==> src/rtl/apb_cfg_initiator_pkg.sv <==
// Shared encodings for the cfg-register APB initiator.
package apb_cfg_initiator_pkg;

    localparam int unsigned TIMEOUT_CYCLES = 1024;

    typedef enum logic [1:0] {
        OP_WRITE = 2'd0,
        OP_READ  = 2'd1,
        OP_POLL  = 2'd2,
        OP_RSVD  = 2'd3
    } op_t;

    typedef enum logic [2:0] {
        IDLE,
        SETUP,
        ACCESS,
        GAP,
        RESP
    } state_t;

    // The reserved opcode behaves exactly like a read.
    function automatic op_t decode_op(input logic [1:0] raw);
        return (raw == 2'd3) ? OP_READ : op_t'(raw);
    endfunction

endpackage

==> src/rtl/apb_cfg_initiator_if.sv <==
// Host command/response channel plus APB master signals for apb_cfg_initiator.
interface apb_cfg_initiator_if #(
    parameter int unsigned ADDR_W = 8,
    parameter int unsigned DATA_W = 32
);
    logic              cmd_valid;
    logic              cmd_ready;
    logic [1:0]        cmd_op;
    logic [ADDR_W-1:0] cmd_addr;
    logic [DATA_W-1:0] cmd_wdata;
    logic [DATA_W-1:0] cmd_mask;
    logic [DATA_W-1:0] cmd_match;
    logic              rsp_valid;
    logic              rsp_ready;
    logic [DATA_W-1:0] rsp_rdata;
    logic              rsp_err;
    logic [ADDR_W-1:0] PADDR;
    logic              PWRITE;
    logic              PSEL;
    logic              PENABLE;
    logic [DATA_W-1:0] PWDATA;
    logic [DATA_W-1:0] PRDATA;
    logic              PREADY;

    modport master (
        input  cmd_valid, cmd_op, cmd_addr, cmd_wdata, cmd_mask, cmd_match,
        input  rsp_ready, PRDATA, PREADY,
        output cmd_ready, rsp_valid, rsp_rdata, rsp_err,
        output PADDR, PWRITE, PSEL, PENABLE, PWDATA
    );

    modport slave (
        output cmd_valid, cmd_op, cmd_addr, cmd_wdata, cmd_mask, cmd_match,
        output rsp_ready, PRDATA, PREADY,
        input  cmd_ready, rsp_valid, rsp_rdata, rsp_err,
        input  PADDR, PWRITE, PSEL, PENABLE, PWDATA
    );

endinterface

==> src/rtl/apb_poll_counter.sv <==
// Inter-poll gap down-counter and saturating poll-read counter.
module apb_poll_counter #(
    parameter int unsigned POLL_GAP = 4,
    parameter int unsigned POLL_MAX = 256
) (
    input  logic clk,
    input  logic reset,
    input  logic gap_load,
    input  logic gap_dec,
    input  logic poll_clr,
    input  logic poll_inc,
    output logic gap_done,
    output logic poll_last
);

    localparam int unsigned GAP_W = (POLL_GAP > 1) ? $clog2(POLL_GAP) : 1;
    localparam int unsigned CNT_W = $clog2(POLL_MAX + 1);

    logic [GAP_W-1:0] gap_cnt;
    logic [CNT_W-1:0] poll_cnt;

    always_ff @(posedge clk) begin
        if (reset) begin
            gap_cnt  <= '0;
            poll_cnt <= '0;
        end else begin
            if (gap_load) begin
                gap_cnt <= GAP_W'(POLL_GAP - 1);
            end else if (gap_dec && gap_cnt != '0) begin
                gap_cnt <= gap_cnt - 1'b1;
            end
            if (poll_clr) begin
                poll_cnt <= '0;
            end else if (poll_inc && poll_cnt != CNT_W'(POLL_MAX)) begin
                poll_cnt <= poll_cnt + 1'b1;
            end
        end
    end

    assign gap_done  = (gap_cnt == '0);
    // Sampled before the increment: true while the POLL_MAX-th read is in flight.
    assign poll_last = (poll_cnt >= CNT_W'(POLL_MAX - 1));

endmodule

==> src/rtl/apb_cfg_initiator.sv <==
// APB initiator turning host write/read/poll commands into cfg-register transfers.
// Optional ACCESS-phase timeout enabled by defining APB_TIMEOUT_EN.
module apb_cfg_initiator
    import apb_cfg_initiator_pkg::*;
#(
    parameter int unsigned ADDR_W   = 8,
    parameter int unsigned DATA_W   = 32,
    parameter int unsigned POLL_GAP = 4,
    parameter int unsigned POLL_MAX = 256
) (
    input logic                 clk,
    input logic                 reset,
    apb_cfg_initiator_if.master bus
);

    state_t            state;
    op_t               op_q;
    logic [DATA_W-1:0] mask_q;
    logic [DATA_W-1:0] match_q;
    logic              accept;
    logic              poll_hit;
    logic              gap_done;
    logic              poll_last;
`ifdef APB_TIMEOUT_EN
    logic [15:0]       to_cnt;
`endif

    assign accept   = (state == IDLE) && bus.cmd_valid && bus.cmd_ready;
    assign poll_hit = ((bus.PRDATA ^ match_q) & mask_q) == '0;

    apb_poll_counter #(
        .POLL_GAP (POLL_GAP),
        .POLL_MAX (POLL_MAX)
    ) u_poll_counter (
        .clk       (clk),
        .reset     (reset),
        .gap_load  ((state == ACCESS) && bus.PREADY),
        .gap_dec   (state == GAP),
        .poll_clr  (accept),
        .poll_inc  ((state == ACCESS) && bus.PREADY && (op_q == OP_POLL)),
        .gap_done  (gap_done),
        .poll_last (poll_last)
    );

    always_ff @(posedge clk) begin
        if (reset) begin
            state         <= IDLE;
            op_q          <= OP_WRITE;
            mask_q        <= '0;
            match_q       <= '0;
            bus.cmd_ready <= 1'b0;
            bus.rsp_valid <= 1'b0;
            bus.rsp_rdata <= '0;
            bus.rsp_err   <= 1'b0;
            bus.PADDR     <= '0;
            bus.PWRITE    <= 1'b0;
            bus.PSEL      <= 1'b0;
            bus.PENABLE   <= 1'b0;
            bus.PWDATA    <= '0;
`ifdef APB_TIMEOUT_EN
            to_cnt        <= '0;
`endif
        end else begin
            case (state)
                IDLE: begin
                    bus.cmd_ready <= 1'b1;
                    if (accept) begin
                        op_q          <= decode_op(bus.cmd_op);
                        mask_q        <= bus.cmd_mask;
                        match_q       <= bus.cmd_match;
                        bus.PADDR     <= bus.cmd_addr;
                        bus.PWDATA    <= bus.cmd_wdata;
                        bus.PWRITE    <= (bus.cmd_op == OP_WRITE);
                        bus.PSEL      <= 1'b1;
                        bus.PENABLE   <= 1'b0;
                        bus.cmd_ready <= 1'b0;
                        state         <= SETUP;
                    end
                end
                SETUP: begin
                    bus.PENABLE <= 1'b1;
                    state       <= ACCESS;
`ifdef APB_TIMEOUT_EN
                    to_cnt      <= '0;
`endif
                end
                ACCESS: begin
                    if (bus.PREADY) begin
                        bus.PSEL      <= 1'b0;
                        bus.PENABLE   <= 1'b0;
                        bus.rsp_rdata <= (op_q == OP_WRITE) ? '0 : bus.PRDATA;
                        // A match on the final permitted read wins over exhaustion.
                        if (op_q != OP_POLL || poll_hit) begin
                            bus.rsp_err   <= 1'b0;
                            bus.rsp_valid <= 1'b1;
                            state         <= RESP;
                        end else if (poll_last) begin
                            bus.rsp_err   <= 1'b1;
                            bus.rsp_valid <= 1'b1;
                            state         <= RESP;
                        end else begin
                            state <= GAP;
                        end
                    end
`ifdef APB_TIMEOUT_EN
                    else if (to_cnt == 16'(TIMEOUT_CYCLES - 1)) begin
                        bus.PSEL      <= 1'b0;
                        bus.PENABLE   <= 1'b0;
                        bus.rsp_rdata <= '0;
                        bus.rsp_err   <= 1'b1;
                        bus.rsp_valid <= 1'b1;
                        state         <= RESP;
                    end else begin
                        to_cnt <= to_cnt + 16'd1;
                    end
`endif
                end
                GAP: begin
                    if (gap_done) begin
                        bus.PSEL <= 1'b1;
                        state    <= SETUP;
                    end
                end
                RESP: begin
                    if (bus.rsp_ready) begin
                        bus.rsp_valid <= 1'b0;
                        bus.rsp_err   <= 1'b0;
                        bus.rsp_rdata <= '0;
                        bus.cmd_ready <= 1'b1;
                        state         <= IDLE;
                    end
                end
                default: state <= IDLE;
            endcase
        end
    end

endmodule

==> src/flat_wrapper.sv <==
// flat-port wrapper written by rule: the top's interface ports become plain ports
module apb_cfg_initiator_flat import apb_cfg_initiator_pkg::*;
#(
    parameter int unsigned ADDR_W   = 8,
    parameter int unsigned DATA_W   = 32,
    parameter int unsigned POLL_GAP = 4,
    parameter int unsigned POLL_MAX = 256
)
  (clk, reset, bus_cmd_valid, bus_cmd_op, bus_cmd_addr, bus_cmd_wdata, bus_cmd_mask, bus_cmd_match, bus_rsp_ready, bus_PRDATA, bus_PREADY, bus_cmd_ready, bus_rsp_valid, bus_rsp_rdata, bus_rsp_err, bus_PADDR, bus_PWRITE, bus_PSEL, bus_PENABLE, bus_PWDATA);
  apb_cfg_initiator_if #(.ADDR_W(ADDR_W), .DATA_W(DATA_W)) bus_i ();
  input logic clk;
  input logic reset;
  input wire logic [$bits(bus_i.cmd_valid)-1:0] bus_cmd_valid;
  input wire logic [$bits(bus_i.cmd_op)-1:0] bus_cmd_op;
  input wire logic [$bits(bus_i.cmd_addr)-1:0] bus_cmd_addr;
  input wire logic [$bits(bus_i.cmd_wdata)-1:0] bus_cmd_wdata;
  input wire logic [$bits(bus_i.cmd_mask)-1:0] bus_cmd_mask;
  input wire logic [$bits(bus_i.cmd_match)-1:0] bus_cmd_match;
  input wire logic [$bits(bus_i.rsp_ready)-1:0] bus_rsp_ready;
  input wire logic [$bits(bus_i.PRDATA)-1:0] bus_PRDATA;
  input wire logic [$bits(bus_i.PREADY)-1:0] bus_PREADY;
  output wire logic [$bits(bus_i.cmd_ready)-1:0] bus_cmd_ready;
  output wire logic [$bits(bus_i.rsp_valid)-1:0] bus_rsp_valid;
  output wire logic [$bits(bus_i.rsp_rdata)-1:0] bus_rsp_rdata;
  output wire logic [$bits(bus_i.rsp_err)-1:0] bus_rsp_err;
  output wire logic [$bits(bus_i.PADDR)-1:0] bus_PADDR;
  output wire logic [$bits(bus_i.PWRITE)-1:0] bus_PWRITE;
  output wire logic [$bits(bus_i.PSEL)-1:0] bus_PSEL;
  output wire logic [$bits(bus_i.PENABLE)-1:0] bus_PENABLE;
  output wire logic [$bits(bus_i.PWDATA)-1:0] bus_PWDATA;
  assign bus_i.cmd_valid = bus_cmd_valid;
  assign bus_i.cmd_op = bus_cmd_op;
  assign bus_i.cmd_addr = bus_cmd_addr;
  assign bus_i.cmd_wdata = bus_cmd_wdata;
  assign bus_i.cmd_mask = bus_cmd_mask;
  assign bus_i.cmd_match = bus_cmd_match;
  assign bus_i.rsp_ready = bus_rsp_ready;
  assign bus_i.PRDATA = bus_PRDATA;
  assign bus_i.PREADY = bus_PREADY;
  assign bus_cmd_ready = bus_i.cmd_ready;
  assign bus_rsp_valid = bus_i.rsp_valid;
  assign bus_rsp_rdata = bus_i.rsp_rdata;
  assign bus_rsp_err = bus_i.rsp_err;
  assign bus_PADDR = bus_i.PADDR;
  assign bus_PWRITE = bus_i.PWRITE;
  assign bus_PSEL = bus_i.PSEL;
  assign bus_PENABLE = bus_i.PENABLE;
  assign bus_PWDATA = bus_i.PWDATA;
  apb_cfg_initiator #(.ADDR_W(ADDR_W), .DATA_W(DATA_W), .POLL_GAP(POLL_GAP), .POLL_MAX(POLL_MAX)) u_core (.clk(clk), .reset(reset), .bus(bus_i));
endmodule
==> config.mk <==
export PLATFORM = sky130hd
export DESIGN_NAME = apb_cfg_initiator_flat
export DESIGN_NICKNAME = d
export VERILOG_FILES = /design/src/rtl/apb_cfg_initiator_pkg.sv /design/src/rtl/apb_cfg_initiator_if.sv /design/src/rtl/apb_poll_counter.sv /design/src/rtl/apb_cfg_initiator.sv /design/src/flat_wrapper.sv
export SDC_FILE = /design/constraint.sdc
export NUM_CORES = 1
export LEC_CHECK = 0
export CELL_PAD_IN_SITES_DETAIL_PLACEMENT = 1
export CELL_PAD_IN_SITES_GLOBAL_PLACEMENT = 1
export CORE_ASPECT_RATIO = 0.7
export CORE_MARGIN = 3
export CORE_UTILIZATION = 32
export DETAILED_ROUTE_END_ITERATION = 8
export GPL_ROUTABILITY_DRIVEN = 0
export GPL_TIMING_DRIVEN = 1
export PLACE_DENSITY = 0.84
export SKIP_CTS_REPAIR_TIMING = 1
export SYNTH_ARGS = -nofsm -noshare
export SYNTH_HDL_FRONTEND = slang
export SYNTH_SLANG_ARGS = --single-unit
==> constraint.sdc <==
create_clock -name clk -period 2 [get_ports clk]
set_clock_uncertainty 0.05 [all_clocks]
set_input_delay 0.4 -clock clk [delete_from_list [all_inputs] [get_ports clk]]
set_output_delay 0.4 -clock clk [all_outputs]
set_load 0.005 [all_outputs]
Word-level counts from Yosys, hierarchy flattened
Cells that the tools add are included.
- bits in registers: 158
- input port bits: 143
- output and inout port bits: 78
- word-level logic and storage cells: 90
- $add $sub $neg: 2
- magnitude comparators: 1
- equal/unequal tests: 13
- multiplexer cells: 31
- bitwise operators: 2
- reductions and logical operators: 26
- operator list (cell ; number):
    32-bit two-way mux ; 3
    32-bit one-hot mux with 2 select lines ; 1
    32-bit AND ; 1
    32-bit zero test ; 1
    32-bit bitwise XOR ; 1
    3-bit two-way mux ; 6
    3-bit one-hot mux with 5 select lines ; 1
    1-bit two-way mux ; 12
    4-bit AND reduction ; 3
    9-bit by 1-bit adder with 9-bit output (second input constant) ; 1
    9-bit by 8-bit >= comparator with 1-bit output (second input constant) ; 1
    9-bit inequality test (second input constant) ; 1
    2-bit nonzero test ; 4
    3-bit by 2-bit equality test with 1-bit output (second input constant) ; 2
    1-bit logical AND ; 6
    2-bit zero test ; 3
    2-bit two-way mux ; 3
    2-bit inequality test (second input constant) ; 3
    1-bit one-hot mux with 2 select lines ; 3
    1-bit one-hot mux with 3 select lines ; 2
    3-bit AND reduction ; 2
    3-bit nonzero test ; 2
    2-bit equality test (second input constant) ; 2
    2-bit by 1-bit inequality test with 1-bit output (second input constant) ; 2
    8 further kinds ; 9

Depth between registers and ports, before layout
Gate-level depths: netlist of run 1.
- word-level depth: 7
- mapped depth: 8
- mapped depth without buffers: 8

Cells and area by module
Synthesis of run 1 repeated with hierarchy kept, for this count alone.
- cells, all modules: 789
- area total of the unflattened synthesis: 6297.3 µm²
- by module, submodules not included (module ; instances ; cells each ; area an instance (µm²) ; sequential area each (µm²)):
    apb_cfg_initiator ; 1 ; 720 ; 5705.5 ; 2942.8
    apb_poll_counter ; 1 ; 69 ; 591.8 ; 220.2

Worst setup path before layout of run 1
No wires, ideal clock.
- path kind: register to register
- start: register u_core.u_poll_counter.poll_cnt[0]
- end: register u_core.bus.rsp_valid
- library setup time: 119 ps
- arrival: 1549 ps
- required time: 1831 ps
- slack: 283 ps
- stages on the path, launching flop included: 9
- buffers on the path: 0
- clock period less this slack: 1717 ps
- cells stage by stage: dfxtp_1 ha_1 nand2_1 nor2_1 ha_1 nor2_1 nand3_1 or3_1 o221a_2
- cells in the longest elaborated chain, start to end: 3
- RTL lines (element ; line ; source):
    start: declaration ; apb_poll_counter.sv:20 ; logic [CNT_W-1:0] poll_cnt;
    start signal: assignment ; apb_poll_counter.sv:35 ; poll_cnt <= poll_cnt + 1'b1;
    9-bit by 8-bit >= comparator with 1-bit output ; apb_poll_counter.sv:42 ; assign poll_last = (poll_cnt >= CNT_W'(POLL_MAX - 1));
    3-bit by 2-bit inequality test with 1-bit output (no line) ; - ;
    4-bit AND reduction (no line) ; - ;
    end signal: assignment ; apb_cfg_initiator.sv:52 ; bus.rsp_valid <= 1'b0;
    end signal: assignment ; apb_cfg_initiator.sv:95 ; bus.rsp_valid <= 1'b1;
    end signal: assignment ; apb_cfg_initiator.sv:99 ; bus.rsp_valid <= 1'b1;
    end: declaration ; apb_cfg_initiator_if.sv:28 ; output cmd_ready, rsp_valid, rsp_rdata, rsp_err,
No other way between the ends.
A chain may end at the register's enable or synchronous reset.

Worst setup path after layout of run 1
- start: input bus_PRDATA[4]
- end: register u_core.bus.rsp_valid
- cells in the longest elaborated chain, start to end: 7
- elaborated cells between the ends (all ways): 9
- RTL lines (element ; line ; source):
    start: declaration ; flat_wrapper.sv:20 ; input wire logic [$bits(bus_i.PRDATA)-1:0] bus_PRDATA;
    32-bit bitwise XOR * ; apb_cfg_initiator.sv:29 ; assign poll_hit = ((bus.PRDATA ^ match_q) & mask_q) == '0;
    32-bit AND * ; apb_cfg_initiator.sv:29 ;
    32-bit zero test * ; apb_cfg_initiator.sv:29 ;
    1-bit logical OR * ; apb_cfg_initiator.sv:93 ; if (op_q != OP_POLL || poll_hit) begin
    1-bit two-way mux ; apb_cfg_initiator.sv:93 ;
    1-bit two-way mux ; apb_cfg_initiator.sv:88 ; if (bus.PREADY) begin
    1-bit one-hot mux with 2 select lines ; apb_cfg_initiator.sv:64 ; case (state)
    end signal: assignment ; apb_cfg_initiator.sv:95 ;
    end signal: assignment ; apb_cfg_initiator.sv:99 ;
    end signal: assignment ; apb_cfg_initiator.sv:126 ; bus.rsp_valid <= 1'b0;
Every way passes the cells marked *; elsewhere a longest branch is shown, timed or not. The select of a mux whose other input is x is not followed.

==> run_summary.xml, run 1 <==
<?xml version="1.0" encoding="UTF-8"?>
<metrics>
  <group name="finish">
    <metric name="nFillCells" unit="">2256</metric>
    <metric name="drive_gt1_share" unit="%">6.97</metric>
    <metric name="finalInstanceArea" unit="mm²">0.00960</metric>
    <metric name="final_cells" unit="">1282</metric>
    <metric name="final_net_count" unit="">1153</metric>
    <metric name="post-route-util" unit="%">50.1</metric>
    <metric name="layout-area-overhead-vs-synth" unit="%">51.2</metric>
    <metric name="antenna_cells_inserted" unit="">0</metric>
  </group>
  <group name="sta">
    <metric name="layout_worst_path_cycle_share" unit="%">94.5</metric>
    <metric name="setup-tns-final" unit="ns">0</metric>
    <metric name="post-route-min-period" unit="ns">1.89</metric>
    <metric name="post_route_setup_slack" unit="ns">0.111</metric>
    <metric name="fmax" unit="GHz">0.529</metric>
    <metric name="timing_hold_violations_final" unit="">0</metric>
    <metric name="timing.slew.headroom" unit="%">59.5</metric>
    <metric name="slew_viol_final" unit="">0</metric>
    <metric name="rsz0062_at_grt" unit="">false</metric>
    <metric name="setup_viol" unit="">0</metric>
    <metric name="worstMarginPinSlew" unit="ns">0.598</metric>
  </group>
  <group name="detailed_routing">
    <metric name="firstDrtPassIters" unit="">4</metric>
    <metric name="drt_iter0_markers" unit="">327</metric>
    <metric name="total_vias_in_the_final_route" unit="">6304</metric>
    <metric name="detail_route.vias_per_cell" unit="">4.92</metric>
    <metric name="final_antenna_net_count" unit="">0</metric>
    <metric name="routed_wl" unit="µm">23000</metric>
    <metric name="routed_wire_length_per_instance" unit="µm">18.0</metric>
    <metric name="remaining_drc_errors" unit="">0</metric>
  </group>
  <group name="hold_path">
    <metric name="hold_path.class" unit="">input port to register</metric>
    <metric name="worst_hold_startpoint" unit="">reset</metric>
  </group>
  <group name="floorplan">
    <metric name="initial_core_utilization" unit="%">33.1</metric>
    <metric name="dieHeight" unit="µm">124</metric>
    <metric name="floorplan.die.width" unit="µm">174</metric>
    <metric name="floorplan.rows" unit="">42</metric>
    <metric name="core_region_area" unit="mm²">0.0192</metric>
    <metric name="io-pin-count" unit="">221</metric>
    <metric name="die-area" unit="mm²">0.0216</metric>
  </group>
  <group name="clock_network">
    <metric name="cts_max_path_buffers" unit="">2</metric>
    <metric name="tritoncts_num_sinks" unit="">158</metric>
    <metric name="clk-insertion-delay-late" unit="ns">0.42</metric>
    <metric name="path_clk_slew" unit="ns">0.07</metric>
    <metric name="clock-root-buffer" unit="">clkbuf_16</metric>
    <metric name="tritoncts" unit="">built</metric>
    <metric name="cts-buffers-inserted" unit="">17</metric>
    <metric name="htree_levels" unit="">4</metric>
  </group>
  <group name="yosys">
    <metric name="dominantRegCellSynth" unit="">dfxtp_1</metric>
    <metric name="synth.largest_area_cell" unit="">dfxtp_1</metric>
    <metric name="synth_top_area_share" unit="%">49.8</metric>
    <metric name="ys_warn_count" unit="">0</metric>
    <metric name="synth_area" unit="mm²">0.00635</metric>
    <metric name="postSynthRegisterBits" unit="">158</metric>
    <metric name="seq_area_frac_synth" unit="%">49.8</metric>
    <metric name="syn-mean-instance-area" unit="µm²">8.05</metric>
    <metric name="synthTopCellsByCount" unit="">nand2_1, dfxtp_1, a21oi_1</metric>
    <metric name="count_leader_synth" unit="">nand2_1</metric>
    <metric name="number_of_enable_flip_flop_cells_after_synthesis" unit="">0</metric>
    <metric name="mappedNetlistNets" unit="">936</metric>
    <metric name="synthDistinctLibCells" unit="">41</metric>
    <metric name="synth_area_leaders" unit="">dfxtp_1, nand2_1, a21oi_1, xor2_1, nand3_1</metric>
    <metric name="async_reset_ff_share" unit="%">0</metric>
    <metric name="count_of_mapped_cells_out_of_synthesis" unit="">789</metric>
  </group>
  <group name="critical_path">
    <metric name="slowest_delay" unit="ns">0.44</metric>
    <metric name="startpoint_type" unit="">input port</metric>
    <metric name="startpoint" unit="">bus_PRDATA[4]</metric>
    <metric name="critical_path_required" unit="ns">2.31</metric>
    <metric name="ordered_list_of_cells_on_the_worst_path" unit="">clkdlybuf4s50_1 &gt; xor2_1 &gt; a22oi_1 &gt; nand4_1 &gt; nor4_2 &gt; buf_4 &gt; o221a_2</metric>
    <metric name="crit_slowest_cell" unit="">clkdlybuf4s50_1</metric>
    <metric name="cp_num_buf_inv" unit="">2</metric>
    <metric name="ws_path_type" unit="">input port to register</metric>
    <metric name="crit_fanout" unit="">5</metric>
    <metric name="cpLargestDelayFamily" unit="">buffers and inverters</metric>
    <metric name="crit_path_end_kind" unit="">register</metric>
    <metric name="timing.critical_path.arrival" unit="ns">2.20</metric>
    <metric name="reg2reg_from" unit="">u_core.u_poll_counter.poll_cnt[0]</metric>
  </group>
  <group name="job">
    <metric name="timing.max_cap.violations" unit="">0</metric>
  </group>
  <group name="placement">
    <metric name="portBuffers" unit="">220</metric>
    <metric name="hpwl" unit="µm">17100</metric>
    <metric name="dp.cells" unit="">1251</metric>
    <metric name="detailedPlace.worstSlack" unit="ns">-0.299</metric>
    <metric name="dpl_cell_area" unit="mm²">0.00902</metric>
  </group>
  <group name="global_route">
    <metric name="grt_start_max_net_pins" unit="">82</metric>
    <metric name="grt_antenna_before_repair" unit="">2</metric>
    <metric name="grt.overflow.total" unit="">0</metric>
    <metric name="grt_util_all_layers" unit="%">21.1</metric>
    <metric name="vias_in_the_first_global_route" unit="">6522</metric>
    <metric name="first_pass_grt_wire_length" unit="µm">35600</metric>
  </group>
  <group name="pwr">
    <metric name="worst_ir_drop_on_vdd" unit="mV">0.558</metric>
    <metric name="power_density" unit="mW/mm²">804</metric>
    <metric name="total_leakage_power" unit="nW">3.42</metric>
  </group>
  <group name="status">
    <metric name="run_status" unit="">finished clean</metric>
  </group>
</metrics>
where the power goes:
| part | internal (mW) | switching, mW | total (mW) |
|---|---|---|---|
| Combinational | 0.580 | 0.510 | 1.09 |
| Clock | 1.97 | 1.30 | 3.27 |
| Sequential | 3.28 | 0.0851 | 3.36 |
path summary, 6_finish.rpt:
kind / end / slack (ns) / cells past startpoint
worst max-delay path: u_core.bus.rsp_valid / 0.11 / 7
worst min-delay path: u_core.op_q[1] / 0.28 / 2
worst max register to register: u_core.bus.rsp_valid / 0.13 / 8
worst min register to register: u_core.bus.PWDATA[15] / 0.41 / 2
layer usage:
metal | vias up | GRT usage, % | part of all wire, % | wire, µm
met5 | - | 0 | 0.091 | 21
met4 | 4 | 6.07 | 1.6 | 379
met3 | 30 | 7.68 | 8.8 | 2040
met2 | 206 | 34.3 | 46 | 10500
met1 | 3003 | 26.7 | 44 | 10000
li1 | 3061 | - | - | -
worst register-to-register path, stage by stage (launching register included):
cell	delay (ns)
dfxtp_1	0.35
ha_1	0.23
nand2_1	0.12
nor2_1	0.06
ha_1	0.19
nor2_2	0.10
nand3_1	0.10
or3_1	0.33
o221a_2	0.25
cells by family after synthesis:
kind of cell,count (synthesis),synth area share [%]
DFF,158,49.8
xor gates and xnor gates,39,5.38
and+or+nand+nor,345,23.3
buffers and inverters,62,4.79
adders and majority gates,4,0.788
AOI/OAI and AO/OA,181,15.9
cell usage in the layout, fill, tap and decap left out, types with 2 or more instances in the layout:
cell               n
a211oi_1           5
a21oi_1          145
a21oi_4            2
a22oi_1           16
a31oi_1            3
buf_12            13
buf_4             19
bufinv_16          3
clkbuf_1           5
clkbuf_16         17
clkdlybuf4s50_1  219
clkinvlp_4         2
dfxtp_1          157
ha_1               4
inv_1              9
inv_6              2
nand2_1          252
nand2b_1           4
nand3_1           37
nand3b_1           3
nand4_1            6
nor2_1            23
nor3_1             3
nor4_1             2
nor4b_1            2
o21ai_0            3
or3_1              2
xnor2_1            4
xor2_1            35
stage by stage:
step	hold slack (ns)	power, mW
after floorplan	0.386	3.85
after global placement	0.388	4.50
after detailed placement	0.396	4.52
after CTS	0.268	7.81
after global routing	0.287	8.05
final	0.281	7.72
flip-flops by register name, summed over array words and instances (netlist names), 2 cells and up:
register                        flops
u_core.bus.PADDR                    8
u_core.bus.PWDATA                  32
u_core.bus.rsp_rdata               32
u_core.mask_q                      32
u_core.match_q                     32
u_core.op_q                         2
u_core.state                        3
u_core.u_poll_counter.gap_cnt       2
u_core.u_poll_counter.poll_cnt      9
layout make-up:
type                            count  area [µm²]  area share [%]
Multi-Input combinational cell    569        2900            30.2
Clock buffer                       22         444            4.63
Clock inverter                      9         136            1.42
Sequential cell                   158        3160            33.0
Timing Repair Buffer              251        2590            27.0
Tap cell                          264         330            3.44
Inverter                            9        33.8           0.352
No activity file was read; power rests on OpenSTA's default activity.
==> inputs of run 2 (changes only) <==
- GPL_TIMING_DRIVEN: 1 -> 0
==> run_summary.xml, run 2 (same netlist as run 1, synthesis figures left out) <==
<?xml version="1.0" encoding="UTF-8"?>
<metrics>
  <group name="detailed_routing">
    <metric name="remaining_drc_errors" unit="">0</metric>
    <metric name="total_vias_in_the_final_route" unit="">6449</metric>
    <metric name="routed_wl" unit="µm">24300</metric>
    <metric name="drt_iter0_markers" unit="">428</metric>
    <metric name="routed_wire_length_per_instance" unit="µm">18.6</metric>
    <metric name="final_antenna_net_count" unit="">0</metric>
    <metric name="detail_route.vias_per_cell" unit="">4.93</metric>
    <metric name="firstDrtPassIters" unit="">5</metric>
  </group>
  <group name="pwr">
    <metric name="worst_ir_drop_on_vdd" unit="mV">0.423</metric>
    <metric name="total_leakage_power" unit="nW">3.40</metric>
    <metric name="power_density" unit="mW/mm²">823</metric>
  </group>
  <group name="clock_network">
    <metric name="tritoncts_num_sinks" unit="">158</metric>
    <metric name="cts_max_path_buffers" unit="">2</metric>
    <metric name="tritoncts" unit="">built</metric>
    <metric name="htree_levels" unit="">4</metric>
    <metric name="cts-buffers-inserted" unit="">17</metric>
    <metric name="clock-root-buffer" unit="">clkbuf_16</metric>
    <metric name="path_clk_slew" unit="ns">0.06</metric>
    <metric name="clk-insertion-delay-late" unit="ns">0.42</metric>
  </group>
  <group name="floorplan">
    <metric name="die-area" unit="mm²">0.0216</metric>
    <metric name="floorplan.rows" unit="">42</metric>
    <metric name="dieHeight" unit="µm">124</metric>
    <metric name="io-pin-count" unit="">221</metric>
    <metric name="core_region_area" unit="mm²">0.0192</metric>
    <metric name="initial_core_utilization" unit="%">33.1</metric>
    <metric name="floorplan.die.width" unit="µm">174</metric>
  </group>
  <group name="critical_path">
    <metric name="startpoint_type" unit="">register</metric>
    <metric name="ordered_list_of_cells_on_the_worst_path" unit="">buf_6 &gt; nor2_1 &gt; a21oi_2 &gt; buf_2 &gt; nand3_1 &gt; a21oi_1</metric>
    <metric name="slowest_delay" unit="ns">0.47</metric>
    <metric name="crit_path_end_kind" unit="">register</metric>
    <metric name="timing.critical_path.arrival" unit="ns">2.21</metric>
    <metric name="ws_path_type" unit="">register to register</metric>
    <metric name="crit_fanout" unit="">10</metric>
    <metric name="crit_slowest_cell" unit="">dfxtp_1</metric>
    <metric name="critical_path_required" unit="ns">2.30</metric>
  </group>
  <group name="global_route">
    <metric name="first_pass_grt_wire_length" unit="µm">37100</metric>
    <metric name="grt.overflow.total" unit="">0</metric>
    <metric name="vias_in_the_first_global_route" unit="">6725</metric>
    <metric name="grt_antenna_before_repair" unit="">1</metric>
    <metric name="grt_start_max_net_pins" unit="">17</metric>
    <metric name="grt_util_all_layers" unit="%">22.2</metric>
  </group>
  <group name="sta">
    <metric name="setup_viol" unit="">0</metric>
    <metric name="layout_worst_path_cycle_share" unit="%">95.7</metric>
    <metric name="setup-tns-final" unit="ns">0</metric>
    <metric name="post_route_setup_slack" unit="ns">0.0855</metric>
    <metric name="worstMarginPinSlew" unit="ns">0.657</metric>
    <metric name="timing.slew.headroom" unit="%">56.2</metric>
    <metric name="timing_hold_violations_final" unit="">0</metric>
    <metric name="post-route-min-period" unit="ns">1.91</metric>
    <metric name="fmax" unit="GHz">0.522</metric>
    <metric name="slew_viol_final" unit="">0</metric>
  </group>
  <group name="finish">
    <metric name="drive_gt1_share" unit="%">6.70</metric>
    <metric name="final_cell_mix" unit="">nand2_1, clkdlybuf4s50_1, dfxtp_1, a21oi_1, nand3_1</metric>
    <metric name="antenna_cells_inserted" unit="">0</metric>
    <metric name="final_common_cell" unit="">nand2_1</metric>
    <metric name="final_net_count" unit="">1179</metric>
    <metric name="layout-area-overhead-vs-synth" unit="%">50.5</metric>
  </group>
  <group name="placement">
    <metric name="hpwl" unit="µm">18500</metric>
    <metric name="detailedPlace.worstSlack" unit="ns">-0.629</metric>
    <metric name="portBuffers" unit="">220</metric>
  </group>
  <group name="hold_path">
    <metric name="hold_path.class" unit="">register to register</metric>
  </group>
  <group name="status">
    <metric name="run_status" unit="">finished clean</metric>
  </group>
  <group name="job">
    <metric name="timing.max_cap.violations" unit="">0</metric>
  </group>
</metrics>
run 2: power breakdown:
group          total (mW)  leakage, nW  switching, mW  internal, mW
clock network        3.40        0.293           1.34          2.06
logic                1.10         1.83          0.554         0.545
registers            3.36         1.28         0.0818          3.28
total                7.86         3.40           1.98          5.88
run 2: critical path: cells and delay by family, from the launching register on:
family          cells  cell delay, ns
compound gates      2            0.58
flops               1            0.47
simple gates        2            0.22
buf+inv             2            0.52
run 2: per-layer routing:
metal | share of wire, % | wire (µm) | vias up | track usage, %
met5 | 0.082 | 20 | - | 0
met4 | 1.6 | 386 | 2 | 6.48
met3 | 9.5 | 2300 | 27 | 8.07
met2 | 45 | 11000 | 242 | 36.1
met1 | 43 | 10500 | 3062 | 28.1
li1 | - | - | 3116 | -
run 2: path summary, 6_finish.rpt:
path                                       startpoint  depth (start not counted)                       end  slack (ns)
worst max register to register        u_core.state[1]                          6  u_core.bus.rsp_rdata[23]        0.09
worst min register to register  u_core.bus.PWDATA[15]                          2     u_core.bus.PWDATA[15]        0.40
worst min-delay path            u_core.bus.PWDATA[15]                          2     u_core.bus.PWDATA[15]        0.40
worst max-delay path                  u_core.state[1]                          6  u_core.bus.rsp_rdata[23]        0.09
run 2: final cells by class:
cell class | count | area (µm²)
Buffer | 53 | 279
Clock buffer | 22 | 474
Clock inverter | 9 | 133
Fill cell | 2290 | 9620
Inverter | 9 | 33.8
Multi-Input combinational cell | 569 | 2900
Sequential cell | 158 | 3160
Tap cell | 264 | 330
Timing Repair Buffer | 224 | 2240
run 2: per-stage QoR:
stage / instance area [µm²] / utilization (%) / total power, mW / hold WS, ns / std cells
finish: 9560 / 49.8 / 7.86 / 0.402 / 1308
detailed placement: 8880 / 46.3 / 4.48 / 0.398 / 1273
floorplan: 6350 / - / 3.85 / 0.386 / 789
CTS: 9490 / 49.5 / 7.89 / 0.406 / 1304
global placement: 8880 / 46.3 / 4.46 / 0.390 / 1273
global route: 9560 / 49.8 / 8.17 / 0.424 / 1308
